**config.mk**
```make
export PLATFORM = sky130hd
export DESIGN_NAME = multicycle_control_unit
export DESIGN_NICKNAME = d
export VERILOG_FILES = /design/src/rtl/multicycle_control_unit.sv
export SDC_FILE = /design/constraint.sdc
export NUM_CORES = 1
export LEC_CHECK = 0
export ABC_AREA = 1
export BUFFER_PORTS_ARGS = -buffer_cell sky130_fd_sc_hd__buf_2
export CORE_AREA = 2 2 39 41
export DETAILED_ROUTE_END_ITERATION = 10
export DIE_AREA = 0 0 41 43
export HOLD_SLACK_MARGIN = 0.1
export PLACE_DENSITY = 0.7
export SLEW_MARGIN = 10
export SYNTH_ARGS = -nofsm -noshare
export SYNTH_HDL_FRONTEND = slang
export SYNTH_SLANG_ARGS = --single-unit
```
**constraint.sdc**
```tcl
create_clock -name clk -period 2.5 [get_ports clk]
set_clock_uncertainty 0.05 [all_clocks]
set_input_delay 0.5 -clock clk [delete_from_list [all_inputs] [get_ports clk]]
set_output_delay 0.5 -clock clk [all_outputs]
set_load 0.01 [all_outputs]
```
**src/rtl/multicycle_control_unit.sv**
```systemverilog
// multicycle_control_unit: Moore main controller for the multi-cycle ARM-subset datapath.
// Emits unconditional write requests; the condition logic later gates them with CondEx.
module multicycle_control_unit #(
   parameter logic [3:0] PC_REG = 4'd15
) (
   input  logic       clk,
   input  logic       reset_n,
   input  logic [1:0] Op,
   input  logic [5:0] Funct,
   input  logic [3:0] Rd,
   output logic       IRWrite,
   output logic       NextPC,
   output logic       AdrSrc,
   output logic       ALUSrcA,
   output logic [1:0] ALUSrcB,
   output logic [1:0] ResultSrc,
   output logic [1:0] ALUControl,
   output logic [1:0] ImmSrc,
   output logic [1:0] RegSrc,
   output logic       PCS,
   output logic       Register_Wr,
   output logic       Memory_Wr,
   output logic       NoWrite,
   output logic [1:0] FlagW,
   output logic [3:0] State
);
   typedef enum logic [3:0] {
      FETCH    = 4'd0,
      DECODE   = 4'd1,
      MEMADR   = 4'd2,
      MEMREAD  = 4'd3,
      MEMWB    = 4'd4,
      MEMWRITE = 4'd5,
      EXECUTER = 4'd6,
      EXECUTEI = 4'd7,
      ALUWB    = 4'd8,
      BRANCH   = 4'd9
   } state_t;
   state_t state, state_nxt;
   logic [3:0] cmd;
   logic exe, wb, is_add, is_sub, is_and, is_orr, is_cmp, known;
   assign cmd    = Funct[4:1];
   assign exe    = (state == EXECUTER) || (state == EXECUTEI);
   assign wb     = (state == MEMWB) || (state == ALUWB);
   assign is_add = cmd == 4'b0100;
   assign is_sub = cmd == 4'b0010;
   assign is_and = cmd == 4'b0000;
   assign is_orr = cmd == 4'b1100;
   assign is_cmp = cmd == 4'b1010;
   assign known  = is_add || is_sub || is_and || is_orr || is_cmp;
   always_ff @(posedge clk or negedge reset_n)
      if (!reset_n) state <= FETCH;
      else state <= state_nxt;
   // Unencoded codes 10-15 fall into the default arm and recover to FETCH.
   always_comb begin
      state_nxt = FETCH;
      case (state)
         FETCH:              state_nxt = DECODE;
         DECODE:             state_nxt = (Op == 2'b01) ? MEMADR :
                                         (Op == 2'b10) ? BRANCH :
                                         (Op == 2'b11) ? FETCH  :
                                         Funct[5]      ? EXECUTEI : EXECUTER;
         MEMADR:             state_nxt = Funct[0] ? MEMREAD : MEMWRITE;
         MEMREAD:            state_nxt = MEMWB;
         EXECUTER, EXECUTEI: state_nxt = ALUWB;
         default:            state_nxt = FETCH;
      endcase
   end
   // Fetch strobes are gated by reset_n because FETCH is also the reset state.
   assign IRWrite     = reset_n && (state == FETCH);
   assign NextPC      = reset_n && (state == FETCH);
   assign AdrSrc      = (state == MEMREAD) || (state == MEMWRITE);
   assign ALUSrcA     = (state == FETCH) || (state == DECODE);
   assign ALUSrcB     = ((state == FETCH) || (state == DECODE)) ? 2'b10 :
                        ((state == MEMADR) || (state == EXECUTEI) || (state == BRANCH)) ? 2'b01 : 2'b00;
   assign ResultSrc   = ((state == FETCH) || (state == DECODE) || (state == BRANCH)) ? 2'b10 :
                        (state == MEMWB) ? 2'b01 : 2'b00;
   assign ALUControl  = !exe ? 2'b00 : (is_sub || is_cmp) ? 2'b01 : is_and ? 2'b10 : is_orr ? 2'b11 : 2'b00;
   assign FlagW       = exe ? {Funct[0] && known, Funct[0] && (is_add || is_sub || is_cmp)} : 2'b00;
   assign NoWrite     = (exe || (state == ALUWB)) && is_cmp;
   assign PCS         = (state == BRANCH) || (wb && (Rd == PC_REG));
   assign Register_Wr = wb;
   assign Memory_Wr   = state == MEMWRITE;
   assign ImmSrc      = Op;
   assign RegSrc      = {Op == 2'b01, Op == 2'b10};
   assign State       = state;
endmodule

```
# [After elaboration in Yosys (flattened, before gate mapping)]
# Cells that the tools add are included.
[classes] muxes=15 n_eq_ne=17 n_reduce_logical=23
[ops] cell="$eq 4x3->1 const B" count=5
[ops] cell="$eq 4x4->1 const B" count=5
[ops] cell="$pmux 4 s5" count=1
[ops] cell="$logic_or 1x1->1" count=15
[ops] cell="$mux 2" count=7
[ops] cell="$eq 4x2->1 const B" count=3
[ops] cell="$logic_not 4->1" count=2
[ops] cell="$mux 4" count=2
[ops] cell="$mux 3" count=2
[ops] cell="$logic_and 1x1->1" count=5
[ops] cell="$eq 2x2->1 const B" count=2
[ops] cell="$eq 4x1->1 const B" count=1
[ops] cell="$mux 1" count=3
[ops] cell="$eq 2x1->1 const B" count=1
[ops] cell="$reduce_or 2->1" count=1
[totals] ff_bits=4

# [Depth between registers and ports, before layout]
# Gate-level depths: netlist (run 1).
[depth] ltp_word=7 ltp_mapped=6 mapped_depth_nobuf=6

# [Worst setup path before layout (run 1)]
# OpenSTA, ideal clock, no wires.
[synth_timing] path_type="reg2out" start="register state[0], in the netlist State[0]" end="output port NextPC" setup_slack_ns=0.841 path_buffers=2 path_stages_with_launch=6 t_arrival_ns=1.109 path_cell_list="dfrtp_1 buf_2 nor2_2 nand2_1 nor2_1 buf_4"
[synth_via] elab_chain_len=2
[synth_rtl] element="start: declaration" line="39" text="state_t state, state_nxt;"
[synth_rtl] element="start signal: assignment" line="53" text="else state <= state_nxt;"
[synth_rtl] element="$logic_not 4->1"
[synth_rtl] element="$logic_and 1x1->1"
[synth_rtl] element="end: declaration" line="12" text="output logic NextPC,"
# Every way passes these cells.

# [Worst setup path after layout (run 1)]
[layout_timing] start="input port reset_n" end="output port IRWrite"
[layout_via] elab_chain_len=1
[layout_rtl] element="start: declaration" line="7" text="input logic reset_n,"
[layout_rtl] element="$logic_and 1x1->1" line="70" text="assign IRWrite = reset_n && (state == FETCH);"
[layout_rtl] element="end: declaration" line="11" text="output logic IRWrite,"
# Every way passes these cells.

==> results.sh, run 1 <==
export IMPL_outcome="finished, final reports clean"
export IMPL_place_area_sq_um=597
export IMPL_slowest_stage="dlygate4sd3_1"
export IMPL_r2r_start="State[3]$_DFF_PN0_"
export IMPL_core_area_sq_um=1380
export IMPL_period_needed_ns=2.04
export IMPL_setup_worst_path_start="reset_n"
export IMPL_nets=127
export IMPL_cts_setup_buffers=0
export IMPL_grt_pass1_wl_um=1780
export IMPL_use_met2=0.231
export IMPL_r2r_slack_ns=1.40
export IMPL_end_kind="output port"
export IMPL_clk_pin_slew_ns=0.04
export IMPL_cp_cell_sequence="dlygate4sd3_1 > buf_2 > nand2_1 > nor2_1 > buf_2"
export IMPL_finalSetupTns_ns=0
export IMPL_routed_wl_um=1110
export IMPL_clock_sinks=4
export IMPL_max_freq_mhz=489
export IMPL_drive_gt1_frac=0.441
export IMPL_critical_path_max_stage_delay_ns=0.52
export IMPL_rows=14
export IMPL_busiest_layer="met2"
export IMPL_grt_use_met1=0.163
export IMPL_vias_per_cell=4.50
export IMPL_min_path_type="in -> reg"
export IMPL_grt_pass1_vias=507
export IMPL_slew_headroom=0.818
export IMPL_grt_ovfl_total=0
export IMPL_drv_slew=0
export IMPL_numCtsBuffers=3
export IMPL_hold_viol_final=0
export IMPL_cp_start_kind="primary input"
export IMPL_vias=571
export IMPL_path_common_cell="buf_2"
export IMPL_fp_dieH_um=43
export IMPL_ys_seq_elements=4
export IMPL_setup_viol=0
export IMPL_worstPathRequired_ns=1.95
export IMPL_htree_levels=1
export IMPL_post_route_util=0.455
export IMPL_yosysSeqAreaShare=0.235
export IMPL_largest_reg_flops=4
export IMPL_place_inst=123
export IMPL_grt_use_met3=0.0209
export IMPL_syn_num_nets=89
export IMPL_grt_setup_unrepaired="no"
export IMPL_syn_cell_area_sq_um=427
export IMPL_cts_tree="built"
export IMPL_mostFrequentLayoutCell="buf_2"
export IMPL_worst_r2r_endpoint="State[1]$_DFF_PN0_"
export IMPL_final_area_sq_um=629
export IMPL_r2r_cells=5
export IMPL_portBuffers=37
export IMPL_die_area_sq_um=1760
export IMPL_period_share=0.817
export IMPL_maxCapViolCount=0
export IMPL_avgRoutedWirePerCell_um=8.75
export IMPL_dp_hpwl_um=966
export IMPL_worstPathArrival_ns=1.49
export IMPL_clock_root_buffer="clkbuf_4"
export IMPL_worst_slew_pin_slew_ns=0.273
export IMPL_cp_endpoint="IRWrite"
export IMPL_final_cell_mix="37 x buf_2, 19 x nand2_1, 10 x nor2_1"
export IMPL_die_w_um=41
export IMPL_drcViolationCount=0
export IMPL_diodes=0
export IMPL_leakage_uw=0.000401
export IMPL_ant_nets=0
export IMPL_grtUsageTotal=0.142
export IMPL_clk_latency_ns=0.23
export IMPL_grt_max_degree=10
export IMPL_pin_count=38
export IMPL_yosysWarnings=0
export IMPL_yosysUniqueCellTypes=15
export IMPL_antenna_found_initial=0
export IMPL_pwr_density_cell_nw_per_um2=971
export IMPL_clk_path_buf_depth=2
export IMPL_synth_cells=75
export IMPL_drt_pre_antenna_iters=4
export IMPL_ir_worst_vdd_uv=580
export IMPL_cp_max_fo=5
export IMPL_syn_avg_cell_area_sq_um=5.69
export IMPL_critical_path_class="in -> out"
export IMPL_gp_congestion=0.727
export IMPL_fin_cells=127
export IMPL_syn_to_final_growth_pct=47.5
export IMPL_drt_iter0_markers=10
export IMPL_initial_core_util=0.308
cell usage after synthesis:
master     n  area (sq um)
a21oi_1    5          25.0
nand2_1   19          71.3
inv_2      5          18.8
dfrtp_1    4           100
o211ai_1   1          7.51
o21ai_1    2          10.0
buf_4      4          30.0
inv_1      8          30.0
buf_2      1          5.00
nor2_2     3          18.8
nor2_1    10          37.5
o21ai_0    2          10.0
o22ai_1    1          6.26
nand3_1    9          45.0
nor2_4     1          11.3
power by group:
part	total (uW)	leakage [uW]	switching, uW	internal (uW)
clock network	77.5	0.0000138	24.0	53.5
logic	388	0.000335	236	152
registers	145	0.0000516	53.4	91.7
total	611	0.000401	313	298
layout make-up:
class / instances / area, sq um
fill: 149 / 754
multi-input combinational: 53 / 243
timing repair buffer: 38 / 195
sequential: 4 / 100
inverter: 13 / 48.8
clock buffer: 3 / 22.5
tap: 16 / 20.0
logic make-up (layout without fill, tap and decap cells):
| logic type | count (synthesis) | after routing | synth area share |
|---|---|---|---|
| AOI/OAI and AO/OA | 11 | 11 | 0.138 |
| DFF | 4 | 4 | 0.235 |
| buffers and inverters | 18 | 54 | 0.196 |
| and+or+nand+nor | 42 | 42 | 0.431 |
per-stage QoR:
stage / setup WS [ns] / power [uW] / hold WS [ns]
after CTS: 0.448 / 622 / 0.488
after floorplan: 0.841 / 414 / 0.154
after global placement: 0.790 / 534 / 0.264
after global routing: 0.377 / 676 / 0.497
final: 0.457 / 611 / 0.494
after detailed placement: 0.715 / 538 / 0.269
layer usage:
metal  share of wire  vias to the layer above
li1                -                      306
met1            0.40                      242
met2            0.50                       21
met3           0.091                        2
met4          0.0063                        0
met5               0                        -
how the worst min path moves through the flow:
stage                        start                 end  cells after the start
after floorplan            reset_n  State[0]$_DFF_PN0_                      0
after global placement     reset_n  State[3]$_DFF_PN0_                      1
after detailed placement   reset_n  State[2]$_DFF_PN0_                      1
after CTS                 Funct[0]  State[1]$_DFF_PN0_                      3
after global routing      Funct[0]  State[1]$_DFF_PN0_                      3
final                     Funct[0]  State[1]$_DFF_PN0_                      3
worst max-delay path, delay by kind of cell:
family	cells	cell delay [ns]
buf+inv	3	0.82
simple gates	2	0.17
repair_timing:
item / 4_1_cts / 5_1_grt
endpoints found under the hold margin: 4 / 0
hold buffers: 1 / 0
gates resized for setup: 0 / 0
setup endpoints to repair: 0 / 0
(Power assumes the default switching activity.)
==> run 2, diff against run 1 <==
--- a/config.mk
+++ b/config.mk
@@ -7,11 +7,10 @@
 export LEC_CHECK = 0
 export ABC_AREA = 1
 export BUFFER_PORTS_ARGS = -buffer_cell sky130_fd_sc_hd__buf_2
-export CORE_AREA = 2 2 39 41
+export CORE_UTILIZATION = 32
 export DETAILED_ROUTE_END_ITERATION = 10
-export DIE_AREA = 0 0 41 43
 export HOLD_SLACK_MARGIN = 0.1
-export PLACE_DENSITY = 0.7
+export PLACE_DENSITY = 0.73
 export SLEW_MARGIN = 10
 export SYNTH_ARGS = -nofsm -noshare
 export SYNTH_HDL_FRONTEND = slang
==> constraint.sdc (replaced) <==
create_clock -name clk -period 1.81 [get_ports clk]
set_clock_uncertainty 0.05 [all_clocks]
set_input_delay 0.362 -clock clk [delete_from_list [all_inputs] [get_ports clk]]
set_output_delay 0.362 -clock clk [all_outputs]
set_load 0.01 [all_outputs]
==> run 2 against run 1 <==
  * Sequential power rose by 39%
  * Cell count rose by 0.79%
  * Global-route usage rose by 2.1 points
  * Core utilization rose by 11 points
  * Via count rose by 3.2%
  * Non-clock buffer count rose by 3
  * Cell area rose by 4.2%
==> results.sh, run 2 (synthesis results as in run 1) <==
export IMPL_pin_count=38
export IMPL_slowest_stage="dlygate4sd3_1"
export IMPL_avgRoutedWirePerCell_um=9.08
export IMPL_max_freq_mhz=558
export IMPL_cp_start_kind="primary input"
export IMPL_r2r_cells=5
export IMPL_critical_path_class="in -> out"
export IMPL_diodes=0
export IMPL_drcViolationCount=0
export IMPL_ir_worst_vdd_uv=987
export IMPL_grt_pass1_vias=461
export IMPL_rows=12
export IMPL_hold_viol_final=0
export IMPL_clock_root_buffer="clkbuf_4"
export IMPL_grt_max_degree=10
export IMPL_final_cell_mix="36 x buf_2, 19 x nand2_1, 10 x nor2_1"
export IMPL_r2r_slack_ns=0.71
export IMPL_die_area_sq_um=1480
export IMPL_clk_path_buf_depth=2
export IMPL_cts_tree="built"
export IMPL_vias=589
export IMPL_syn_to_final_growth_pct=53.7
export IMPL_worst_slew_pin_slew_ns=0.285
export IMPL_p_total_uw=867
export IMPL_holdPathStages=3
export IMPL_mostFrequentLayoutCell="buf_2"
export IMPL_ant_nets=0
export IMPL_period_share=0.990
export IMPL_antenna_found_initial=0
export IMPL_slew_headroom=0.810
export IMPL_busiest_layer="met2"
export IMPL_critical_path_max_stage_delay_ns=0.57
export IMPL_setup_viol=0
export IMPL_htree_levels=1
export IMPL_clock_sinks=4
export IMPL_drt_iter0_markers=9
export IMPL_routed_wl_um=1160
export IMPL_clk_pin_slew_ns=0.04
export IMPL_gp_congestion=0.807
export IMPL_finalSetupTns_ns=0
export IMPL_die_w_um=38.5
export IMPL_fp_dieH_um=38.5
export IMPL_largest_reg_flops=4
export IMPL_place_inst=121
export IMPL_drv_slew=0
export IMPL_numCtsBuffers=3
export IMPL_clk_latency_ns=0.24
export IMPL_use_met2=0.258
export IMPL_grt_ovfl_total=0
export IMPL_min_path_type="in -> reg"
export IMPL_maxCapViolCount=0
export IMPL_drt_pre_antenna_iters=4
export IMPL_core_area_sq_um=1170
export IMPL_dp_hpwl_um=896
export IMPL_nets=130
export IMPL_whs_ns=0.348
export IMPL_fin_cells=128
export IMPL_grt_use_met3=0.0407
export IMPL_grt_use_met1=0.204
export IMPL_drive_gt1_frac=0.456
export IMPL_outcome="finished, final reports clean"
export IMPL_portBuffers=37
export IMPL_cp_max_fo=4
export IMPL_leakage_uw=0.000416
export IMPL_worstPathRequired_ns=1.40
export IMPL_end_kind="output port"
export IMPL_vias_per_cell=4.60
export IMPL_initial_core_util=0.364
export IMPL_grt_pass1_wl_um=1710
export IMPL_period_needed_ns=1.79
export IMPL_cp_cell_sequence="dlygate4sd3_1 > buf_6 > nand2_1 > nor2_1 > buf_2"
export IMPL_pwr_density_cell_nw_per_um2=1320
export IMPL_worstPathArrival_ns=1.38
export IMPL_grtUsageTotal=0.163
## run 2: critical path, delay by kind of cell
kind / cells / cell delay (ns)
buf+inv: 3 / 0.84
simple gates: 2 / 0.18
## run 2: worst paths after layout
| path | end | from |
|---|---|---|
| max | NextPC | reset_n |
| min | State[1]$_DFF_PN0_ | Funct[0] |
| max reg2reg | State[1]$_DFF_PN0_ | State[3]$_DFF_PN0_ |
| min reg2reg | State[0]$_DFF_PN0_ | State[0]$_DFF_PN0_ |
| max in group asynchronous | State[3]$_DFF_PN0_ | reset_n |
| min in group asynchronous | State[0]$_DFF_PN0_ | reset_n |
## run 2: where the power goes
group	total (uW)	switching, uW	internal (uW)
Combinational	554	338	216
Clock	112	37.6	74.2
Sequential	201	74.6	127
Total	867	450	417
## run 2: what timing repair did
| item | CTS | global route |
|---|---|---|
| hold buffers | 1 | 0 |
| endpoints found under the hold margin | 4 | 0 |
| buffers inserted | 0 | 3 |
| resized for setup | 0 | 2 |
| endpoints found under the setup margin | 0 | 2 |
## run 2: final cells by class
class / instances / area, sq um
fillers: 119 / 515
multi-input cells: 53 / 243
repair buffers: 41 / 224
flip-flops and latches: 4 / 100
inverters: 13 / 48.8
clock buffers: 3 / 22.5
well taps: 14 / 17.5
## run 2: stage by stage
| step | utilization | cell area (sq um) | worst slack, ns |
|---|---|---|---|
| finish | 0.560 | 656 | 0.0178 |
| global route | 0.560 | 656 | -0.0139 |
| CTS | 0.535 | 627 | 0.0154 |
| detailed placement | 0.507 | 594 | 0.321 |
| global placement | 0.507 | 594 | 0.364 |
| floorplan | - | 427 | 0.289 |
## run 2: layer usage
metal  wire, um  up-vias
met5          0        -
met4          0        0
met3        115        0
met2        542       30
met1        504      247
li1           -      312
